$ cat src/rtl/buffered_write_pkg.sv
`default_nettype none
// ============================================================================
// Module   : buffered_write_pkg
// Purpose  : Shared types and constants for the buffered write stage.
//            It holds the default configuration, the register value and
//            register file types, the store entry layout, and the fixed
//            register indices and flag-field position.
// Ports    : none (package)
// Revision : 1.0 - initial release
// ============================================================================
package buffered_write_pkg;

  // Default configuration of the write stage.
  localparam int BW_DEF_NR        = 16;
  localparam int BW_DEF_WIDTH     = 32;
  localparam int BW_DEF_DEPTH     = 4;
  localparam int BW_DEF_FLAGS_IDX = 14;
  localparam int BW_DEF_PC_IDX    = 15;

  // r0 always reads as zero.
  localparam int R0_IDX = 0;

  // Position of the condition flags inside the Flags register.
  localparam int FLAG_LSB = 27;
  localparam int FLAG_MSB = 30;

  typedef logic [BW_DEF_WIDTH-1:0]           regval_t;
  typedef logic [BW_DEF_NR*BW_DEF_WIDTH-1:0] regfile_t;

  typedef struct packed {
    regval_t addr;
    regval_t data;
  } store_entry_t;

endpackage : buffered_write_pkg
`default_nettype wire

$ cat src/rtl/buffered_write_store_buffer.sv
`default_nettype none
// ============================================================================
// Module   : buffered_write_store_buffer
// Purpose  : In-order circular store buffer that sits between the write stage
//            and the memory port. The head entry is presented on o_req,
//            o_addr and o_data. It is popped on o_req && i_ack.
// Macro    : WRITE_COMBINE_EN - when defined, o_match reports that i_addr
//            equals the tail entry's address while at least two entries are
//            held. A push that matches overwrites the tail data and does not
//            allocate a new entry.
// Ports    : clk, rst            clock / synchronous active-high reset
//            i_push              store accepted this cycle
//            i_addr, i_data      store address / data to push
//            i_ack               memory accepted the head request
//            o_req               head entry valid
//            o_addr, o_data      head entry
//            o_full, o_empty     occupancy flags
//            o_match             tail-combine match (0 when combining is off)
// Revision : 1.0 - initial release
// ============================================================================
module buffered_write_store_buffer #(
  parameter int WIDTH = 32,
  parameter int DEPTH = 4
) (
  input  logic             clk,
  input  logic             rst,
  input  logic             i_push,
  input  logic [WIDTH-1:0] i_addr,
  input  logic [WIDTH-1:0] i_data,
  input  logic             i_ack,
  output logic             o_req,
  output logic [WIDTH-1:0] o_addr,
  output logic [WIDTH-1:0] o_data,
  output logic             o_full,
  output logic             o_empty,
  output logic             o_match
);

  localparam int               c_ptr_w      = $clog2(DEPTH);
  localparam logic [c_ptr_w:0] c_full_count = (c_ptr_w+1)'(DEPTH);

  typedef struct packed {
    logic [WIDTH-1:0] addr;
    logic [WIDTH-1:0] data;
  } entry_t;

  entry_t               r_mem [DEPTH];
  logic [c_ptr_w-1:0]   r_rd_ptr;
  logic [c_ptr_w-1:0]   r_wr_ptr;
  logic [c_ptr_w:0]     r_count;

  logic                 w_empty;
  logic                 w_full;
  logic                 w_pop;
  logic                 w_alloc;
  logic                 w_combine;

  assign w_empty = (r_count == '0);
  assign w_full  = (r_count == c_full_count);
  // An ack with nothing presented is ignored.
  assign w_pop   = !w_empty && i_ack;

`ifdef WRITE_COMBINE_EN
  localparam logic [c_ptr_w:0] c_two = (c_ptr_w+1)'(2);
  logic [c_ptr_w-1:0] w_tail_ptr;

  // Pointers wrap naturally because DEPTH is a power of two.
  assign w_tail_ptr = r_wr_ptr - 1'b1;
  // Need two or more entries so the tail is never the head being presented.
  // i_push is left out of the match so that the upstream ready path stays
  // free of combinational loops.
  assign o_match    = (r_count >= c_two) && (r_mem[w_tail_ptr].addr == i_addr);
  assign w_combine  = i_push && o_match;

  always_ff @(posedge clk) begin
    if (w_combine) begin
      r_mem[w_tail_ptr].data <= i_data;
    end
    if (w_alloc) begin
      r_mem[r_wr_ptr] <= '{addr: i_addr, data: i_data};
    end
  end
`else
  assign o_match   = 1'b0;
  assign w_combine = 1'b0;

  always_ff @(posedge clk) begin
    if (w_alloc) begin
      r_mem[r_wr_ptr] <= '{addr: i_addr, data: i_data};
    end
  end
`endif

  assign w_alloc = i_push && !w_combine && !w_full;

  always_ff @(posedge clk) begin
    if (rst) begin
      r_rd_ptr <= '0;
      r_wr_ptr <= '0;
      r_count  <= '0;
    end else begin
      if (w_alloc) begin
        r_wr_ptr <= r_wr_ptr + 1'b1;
      end
      if (w_pop) begin
        r_rd_ptr <= r_rd_ptr + 1'b1;
      end
      case ({w_alloc, w_pop})
        2'b10:   r_count <= r_count + 1'b1;
        2'b01:   r_count <= r_count - 1'b1;
        default: r_count <= r_count;
      endcase
    end
  end

  // Head entry comes straight from storage. It is stable until it is popped.
  assign o_req   = !w_empty;
  assign o_addr  = r_mem[r_rd_ptr].addr;
  assign o_data  = r_mem[r_rd_ptr].data;
  assign o_full  = w_full;
  assign o_empty = w_empty;

endmodule : buffered_write_store_buffer
`default_nettype wire

$ cat src/rtl/buffered_write.sv
`default_nettype none
// ============================================================================
// Module   : buffered_write
// Purpose  : Pipeline write stage. It retires execute results into the
//            register file and queues memory stores in a store buffer. The
//            pipeline stalls only when a store meets a full buffer.
// Macro    : WRITE_COMBINE_EN - when defined, a store to the tail entry's
//            address merges into that entry. The merge is allowed even when
//            the buffer is full.
// Ports    : clock, reset        clock / synchronous active-high reset
//            in_valid/in_ready   execute result handshake
//            dest_reg/dest_value destination (or store base) and value/data
//            has_upper/upper_value  pair write to dest_reg+1
//            is_store/adjustment store select and address offset
//            flags_in            new flag bits [30:27]
//            pc_in/next_pc       fetch PC and sequential next PC
//            flushed_in/out      flush marker in / registered out
//            regs_in/regs_out    current / registered next register file
//            mem_req/addr/data/ack  store drain port
//            sb_empty            store buffer empty
// Revision : 1.0 - initial release
// ============================================================================
module buffered_write
  import buffered_write_pkg::*;
#(
  parameter int NR        = BW_DEF_NR,
  parameter int WIDTH     = BW_DEF_WIDTH,
  parameter int DEPTH     = BW_DEF_DEPTH,
  parameter int FLAGS_IDX = BW_DEF_FLAGS_IDX,
  parameter int PC_IDX    = BW_DEF_PC_IDX
) (
  input  logic                    clock,
  input  logic                    reset,
  input  logic                    in_valid,
  output logic                    in_ready,
  input  logic [$clog2(NR)-1:0]   dest_reg,
  input  logic [WIDTH-1:0]        dest_value,
  input  logic                    has_upper,
  input  logic [WIDTH-1:0]        upper_value,
  input  logic                    is_store,
  input  logic [WIDTH-1:0]        adjustment,
  input  logic [3:0]              flags_in,
  input  logic [WIDTH-1:0]        pc_in,
  input  logic [WIDTH-1:0]        next_pc,
  input  logic                    flushed_in,
  input  logic [NR*WIDTH-1:0]     regs_in,
  output logic [NR*WIDTH-1:0]     regs_out,
  output logic                    flushed_out,
  output logic                    mem_req,
  output logic [WIDTH-1:0]        mem_addr,
  output logic [WIDTH-1:0]        mem_data,
  input  logic                    mem_ack,
  output logic                    sb_empty
);

  localparam int                   c_idx_w    = $clog2(NR);
  localparam logic [c_idx_w-1:0]   c_pc_idx   = c_idx_w'(PC_IDX);
  localparam logic [c_idx_w:0]     c_pc_idx_x = (c_idx_w+1)'(PC_IDX);
  localparam logic [c_idx_w:0]     c_nr       = (c_idx_w+1)'(NR);

  logic [NR*WIDTH-1:0] r_regs;
  logic                r_flushed;

  logic [NR*WIDTH-1:0] w_regs_d;
  logic [WIDTH-1:0]    w_base;
  logic [WIDTH-1:0]    w_store_addr;
  logic [WIDTH-1:0]    w_flags_merged;
  logic [c_idx_w:0]    w_upper_idx;
  logic                w_upper_ok;
  logic                w_accept;
  logic                w_push;
  logic                w_sb_full;
  logic                w_sb_match;

  // A store that meets a full buffer waits. An ack in the same cycle does
  // not help, because the ready path does not depend on mem_ack. A store
  // that combines into the tail needs no new entry, so it can proceed.
  assign in_ready = !(is_store && w_sb_full && !w_sb_match);
  assign w_accept = in_valid && in_ready;
  assign w_push   = w_accept && is_store;

  // Store base register read. The PC slot reads as the fetch PC of this
  // instruction, not as the stale register file value.
  always_comb begin
    w_base = '0;
    for (int i = 0; i < NR; i++) begin
      if (dest_reg == c_idx_w'(i)) begin
        w_base = regs_in[i*WIDTH +: WIDTH];
      end
    end
    if (dest_reg == c_pc_idx) begin
      w_base = pc_in;
    end
  end

  assign w_store_addr = w_base + adjustment;

  // Widened by one bit so that dest_reg+1 cannot wrap back to r0.
  assign w_upper_idx = {1'b0, dest_reg} + 1'b1;
  assign w_upper_ok  = has_upper && (w_upper_idx < c_nr) &&
                       (w_upper_idx != c_pc_idx_x);

  always_comb begin
    w_flags_merged                    = regs_in[FLAGS_IDX*WIDTH +: WIDTH];
    w_flags_merged[FLAG_MSB:FLAG_LSB] = flags_in;

    w_regs_d = r_regs;
    if (w_accept) begin
      for (int i = 0; i < NR; i++) begin
        if (i == R0_IDX) begin
          w_regs_d[i*WIDTH +: WIDTH] = '0;
        end else if (!is_store && (dest_reg == c_idx_w'(i))) begin
          w_regs_d[i*WIDTH +: WIDTH] = dest_value;
        end else if (!is_store && w_upper_ok &&
                     (w_upper_idx == (c_idx_w+1)'(i))) begin
          w_regs_d[i*WIDTH +: WIDTH] = upper_value;
        end else if (i == FLAGS_IDX) begin
          w_regs_d[i*WIDTH +: WIDTH] = w_flags_merged;
        end else begin
          w_regs_d[i*WIDTH +: WIDTH] = regs_in[i*WIDTH +: WIDTH];
        end
      end
    end

    // The PC advances every cycle, even when nothing is accepted.
    w_regs_d[PC_IDX*WIDTH +: WIDTH] =
      (w_accept && !is_store && (dest_reg == c_pc_idx)) ? dest_value : next_pc;
  end

  always_ff @(posedge clock) begin
    if (reset) begin
      r_regs    <= '0;
      r_flushed <= 1'b0;
    end else begin
      r_regs <= w_regs_d;
      if (w_accept) begin
        r_flushed <= flushed_in;
      end
    end
  end

  assign regs_out    = r_regs;
  assign flushed_out = r_flushed;

  buffered_write_store_buffer #(
    .WIDTH (WIDTH),
    .DEPTH (DEPTH)
  ) u_store_buffer (
    .clk     (clock),
    .rst     (reset),
    .i_push  (w_push),
    .i_addr  (w_store_addr),
    .i_data  (dest_value),
    .i_ack   (mem_ack),
    .o_req   (mem_req),
    .o_addr  (mem_addr),
    .o_data  (mem_data),
    .o_full  (w_sb_full),
    .o_empty (sb_empty),
    .o_match (w_sb_match)
  );

endmodule : buffered_write
`default_nettype wire

$ cat config.mk
export PLATFORM = sky130hd
export DESIGN_NAME = buffered_write
export DESIGN_NICKNAME = d
export VERILOG_FILES = /design/src/rtl/buffered_write_pkg.sv /design/src/rtl/buffered_write_store_buffer.sv /design/src/rtl/buffered_write.sv
export SDC_FILE = /design/constraint.sdc
export NUM_CORES = 2
export LEC_CHECK = 0
export ABC_AREA = 1
export CAP_MARGIN = 5
export CORE_AREA = 5 5 484 486
export CTS_BUF_LIST = sky130_fd_sc_hd__clkbuf_8
export DETAILED_ROUTE_END_ITERATION = 10
export DIE_AREA = 0 0 489 491
export DONT_BUFFER_PORTS = 1
export SYNTH_ARGS = -nofsm -noshare
export SYNTH_HDL_FRONTEND = slang
export SYNTH_SLANG_ARGS = --single-unit
$ cat constraint.sdc
create_clock -name clock -period 4.2 [get_ports clock]
set_input_delay 0.63 -clock clock [delete_from_list [all_inputs] [get_ports clock]]
set_output_delay 0.63 -clock clock [all_outputs]
set_load 0.1 [all_outputs]
* Yosys cells after proc, flatten, opt, wreduce, memory -nomap -nowiden *
Memory sizes are Yosys's and may differ from the RTL's. A register that Yosys moved wholly into a read port is not among the register bits.
Index checks and enable logic that the tools add are counted.

word-level totals
  bits in registers = 488
  RAM bits = 256
  input bits = 687
  logic and storage cells = 142
  memories kept = 1

cells by class
  add/sub/neg operators = 6
  magnitude comparators = 1
  equal/unequal tests = 33
  muxes and demuxes = 50
  reduce and logical (&&, ||, !) cells = 45

memories
  name                  depth  bits a word  read ports  clocked after memory_dff  wr ports  RTL line                           source
  u_store_buffer.r_mem  4      64           1           1                         1         buffered_write_store_buffer.sv:47  entry_t r_mem [DEPTH];

operator list
  kind                   number
  $mux W32               45
  $logic_and A1 B1 Y1    38
  $eq A5 B4 Y1 const B   7
  $add A32 B32 Y32       1
  $eq A4 B4 Y1 const B   8
  $eq A5 B3 Y1 const B   4
  $eq A4 B3 Y1 const B   4
  $eq A5 B2 Y1 const B   2
  $eq A4 B2 Y1 const B   2
  $pmux W3 S2            1
  $add A4 B1 Y5 const B  1
  $eq A5 B1 Y1 const B   1
  $lt A5 B5 Y1 const B   1
  $ne A5 B4 Y1 const B   1
  $add A2 B1 Y2 const B  2
  $eq A4 B1 Y1 const B   1
  $logic_not A1 Y1       4
  $logic_not A4 Y1       1
  $mux W2                2
  $add A3 B1 Y3 const B  1
  $eq A3 B3 Y1 const B   1
  $logic_not A3 Y1       1
  $sub A3 B1 Y3 const B  1
  $eq A2 B1 Y1 const B   1
  other kinds (3)        4

* Longest topological paths before layout *
  word-level depth = 18
  depth in mapped cells = 30
  gate-level depth less buffers = 30

* Cells and area by module *
From an unflattened synthesis, not the netlist that was laid out.

unflattened totals
  cell total of the unflattened synthesis = 5303
  area total of the unflattened synthesis = 39696.8 um^2

modules (own cells, without submodules)
  module                       instances  cells an instance  area each (um^2)  seq. area each (um^2)
  buffered_write               1          4612               29706.0           9629.2
  buffered_write_store_buffer  1          691                9990.8            7867.5

* Worst setup path before layout *
OpenSTA, ideal clock, no wires.

  path type = input to register
  start = input port is_store
  end = memory u_store_buffer.r_mem[0][0] in the netlist's numbering, enable pin
  library setup time = 486 ps
  arrival = 4951 ps
  data required time = 3714 ps
  slack = -1238 ps
  cell stages on the path = 6
  buffers on the path = 1
  cells stage by stage = clkbuf_1 nand4_1 nand2_1 nor2_1 inv_1 nor2_1

between the ends
  longest elaborated chain between the ends = 7

RTL lines
  element                        RTL line                           source
  from (decl)                    buffered_write.sv:40               input logic is_store,
  $logic_and A1 B1 Y1            buffered_write.sv:78               assign in_ready = !(is_store && w_sb_full && !w_sb_match);
  $logic_not A1 Y1               buffered_write.sv:78
  via in_ready                   buffered_write.sv:35               output logic in_ready,
  $logic_and A1 B1 Y1            buffered_write.sv:79               assign w_accept = in_valid && in_ready;
  $logic_and A1 B1 Y1            buffered_write.sv:80               assign w_push = w_accept && is_store;
  $logic_and A1 B1 Y1            buffered_write_store_buffer.sv:94  assign w_alloc = i_push && !w_combine && !w_full;
  $mux W1                        buffered_write_store_buffer.sv:88  if (w_alloc) begin
  $mux W1 (implied by the code)  buffered_write_store_buffer.sv:89  r_mem[r_wr_ptr] <= '{addr: i_addr, data: i_data};
  to (decl)                      buffered_write_store_buffer.sv:47

The timed path passes the listed nets, and every way through them passes these cells.

* Worst setup path after layout *
  start = input port dest_reg[0]
  end = memory u_store_buffer.r_mem[3][61] in the netlist's numbering, data pin

between the ends
  longest elaborated chain between the ends = 18
  elaborated cells between the ends (all ways) = 33

RTL lines
  element                        RTL line                           source
  from (decl)                    buffered_write.sv:36               input logic [$clog2(NR)-1:0] dest_reg,
  $logic_not A4 Y1               --
  $mux W32 (15 in series)        buffered_write.sv:87               if (dest_reg == c_idx_w'(i)) begin
  $mux W32 *                     buffered_write.sv:91               if (dest_reg == c_pc_idx) begin
  $add A32 B32 Y32 *             buffered_write.sv:96               assign w_store_addr = w_base + adjustment;
  via u_store_buffer.i_addr[29]  buffered_write_store_buffer.sv:28  input logic [WIDTH-1:0] i_addr,

Mark *: on every way through the listed nets, which the timed path passes. The rest lies on a longest branch.

==> run metrics <==
initial antenna violation count=195; synthesized flop and latch total=approximately 750; crit path max fanout=6; Layout area overhead=47.9%; # H-tree levels=4; Max Buffers Root-to-Sink=3; TritonRoute pass-1 iters=9; predominant post-synthesis flop cell=dfxtp_1; placer congestion estimate=0.949; share of the synthesized area in the top cell type=about a quarter; Synth area leader=dfxtp_1; failing checks=setup timing; dpl ws=-2570 ps; met2 WL=190000 um; Max Freq=~220 MHz; first-pass GRT wire length=approximately 530000 um; crit share post-route=107%; Worst-path clk slew=~60 ps; power per cell area=slightly below 500 nW/um2; path type of the worst min-delay path=in2reg; synth warn=0; status=finished with violations; Final Instance Area=a little under 60000 um2; Crit. End Element=register; DP Cell Count=8488; Req. time, crit path=4940 ps; mean post-synth cell area=about 7.5 um2; CTS tree=built; Slew @ Worst Pin=approximately 1300 ps; Placement Cell Area=between 40000 and 50000 um2; CP Data Arrival Time=between 5000 and 6000 ps; Relative slew margins=11.3%; Die Area=240000 um2; startpoint class of the critical path=input port; Synth Cell Area=about 40000 um2; Post-route DRC=0; critical path launch point=dest_reg[0]; met3 WL=approximately 56000 um; Synth area leaders=dfxtp_1, edfxtp_1, a21oi_1; fin. max-slew vios=0; Die W=489 um; Setup CP Type=in2reg; root buf cell=clkbuf_8; final setup fails=between 70 and 80; top sig layer=met5; routed wire length=between 400000 and 500000 um; GRT overflow=0; Worst-Skew Late Latency=slightly above 1000 ps; GRT Overall Usage=roughly a third; Initial Utilization=around 17%; IO Pins=1267; number of global-route vias before repair=about 47000; FP Rows=176; via/cell ratio=about 5.5; final clock skew=68.2 ps; # port buffers=0; Tmin final=around 4500 ps; routed length per instance=around 45 um; Antenna Nets Post-Route=0; RSZ-0062 raised after global routing=true; routed via count=~52000; initial DRC count=roughly 7600; synth unique cells=43; endpoints failing hold=0; final setup TNS=-7700 ps; Non-Filler Instances=~9600; Final nets=between 6000 and 7000; Met1 Wirelength=approximately 150000 um; layout cells sized above 1=around a fifth; Post-synth EDFFs=around 260; Detail Placement HPWL=just over 300000 um; async set-reset flop share out of synthesis=0%; Max Cap Viol=0; Finished Core Util=around 26%; Hold Path Origin=dest_value[22]; CTS sink cnt=746; Die H=491 um; post-synthesis sequential area ratio=between 40% and 50%; P_leak=around 22 nW; worst vdd ir=roughly 0.31 mV; largest net degree at the start of global routing=170; core box area=229000 um2; cells after synthesis=roughly 5300; Reg2Reg Launch Point=u_store_buffer.r_count[0]; final critical-path setup slack=-280 ps; CTS Buf Count=151
[flip-flops by register name, summed over array words and instances, names as in the netlist, named ones only]
signal                   count
u_store_buffer.r_count       3
u_store_buffer.r_wr_ptr      2
u_store_buffer.r_rd_ptr      2
regs_out                   480
u_store_buffer.r_mem       256
flushed_out                  1
[path summary, 6_finish.rpt]
path	end	slack (ps)	depth (start not counted)
setup / recovery	u_store_buffer.r_mem[3][61]	-280	27
hold / removal	u_store_buffer.r_mem[1][22]	90	1
setup reg to reg	regs_out[223]	820	8
hold reg to reg	u_store_buffer.r_rd_ptr[0]	480	1
[layout by cell type, fill, tap and decap left out, drive strengths merged, types with 47 or more instances in the layout]
cell type,count
nand2,743
o22ai,66
clkbuf,182
diode,226
o21ai,864
inv,341
clkinv,47
nand4,77
dfxtp,490
dlygate4sd3,498
edfxtp,256
o211ai,305
a21oi,1136
nor2,372
buf,713
[metrics by stage]
stage	power [mW]	hold WS [ps]
2_1_floorplan	15.3	436
3_3_place_gp	18.4	444
3_5_place_dp	18.5	456
4_1_cts	28.3	0.220
5_1_grt	29.2	50.7
6_report	28.5	89.0
[power breakdown]
group          leakage [nW]  switching [mW]  internal (mW)
combinational          13.8            6.70           2.45
clock                  1.80            3.95           4.64
sequential             6.40            2.64           8.13
total                  22.0            13.3           15.2
[final cells by class]
class	count	area, um2
Sequential cell	746	17500
Timing Repair Buffer	1211	11900
Inverter	314	1210
Multi-Input combinational cell	3763	20300
Clock inverter	92	752
Tap cell	3026	3790
Clock buffer	182	2500
Fill cell	25100	171000
Antenna cell	226	566
[per-layer routing]
| metal | vias up | GRT usage, % |
|---|---|---|
| met2 | 4811 | 52.4 |
| met5 | - | 0 |
| li1 | 20700 | - |
| met4 | 36 | 23.1 |
| met3 | 1273 | 15.3 |
| met1 | 25500 | 37.4 |
[cells in the mapped netlist, drive strengths merged, types with 2 or more instances]
master	instances
a21oi	1136
o21ai	864
nand2	743
dfxtp	490
clkbuf	380
nor2	372
o211ai	305
inv	299
edfxtp	256
buf	123
nand4	77
o22ai	66
nand3	38
ha	36
or2	26
nor3	18
xor2	18
clkinv	15
xnor2	9
o2111ai	5
o21bai	4
a21boi	2
fa	2
nand3b	2
o21a	2
[critical path, stage by stage]
cell and delay (ps):
clkinv_8 40, nor2_4 30, nand2_2 60, buf_12 120, buf_8 110, buf_6 90, o211ai_1 150, o21ai_2 210
nand4_1 350, nand2_4 220, nand4_1 320, nor2_4 330, buf_6 180, nand4_1 220, nor2_2 240, nor2_1 90
ha_2 320, nand4_1 180, o21ai_2 290, buf_4 160, a21oi_2 50, nand2_2 100, nand2_2 70, nand2_2 70
a21oi_2 70, o21ai_1 160, xor2_1 290
[cell families (layout without fill, tap and decap cells)]
group                      count (synthesis)  count (layout)  synth area share [%]
buffers and inverters                    817            1799                  8.23
adders and majority gates                 38              38                  1.24
other                                      1             258               0.00947
AOI/OAI and AO/OA                       2389            2389                  32.5
xor gates and xnor gates                  27              27                 0.597
and+or+nand+nor                         1277            1277                  13.3
DFF                                      746             746                  44.2
[what timing repair did]
item,CTS,global route
setup endpoints to repair,112,96
endpoints found under the hold margin,617,0
buffers inserted,19,10
gates resized for setup,116,81
hold buffers,544,0
pin swaps,53,71
Power figures use the tool's default switching activity.
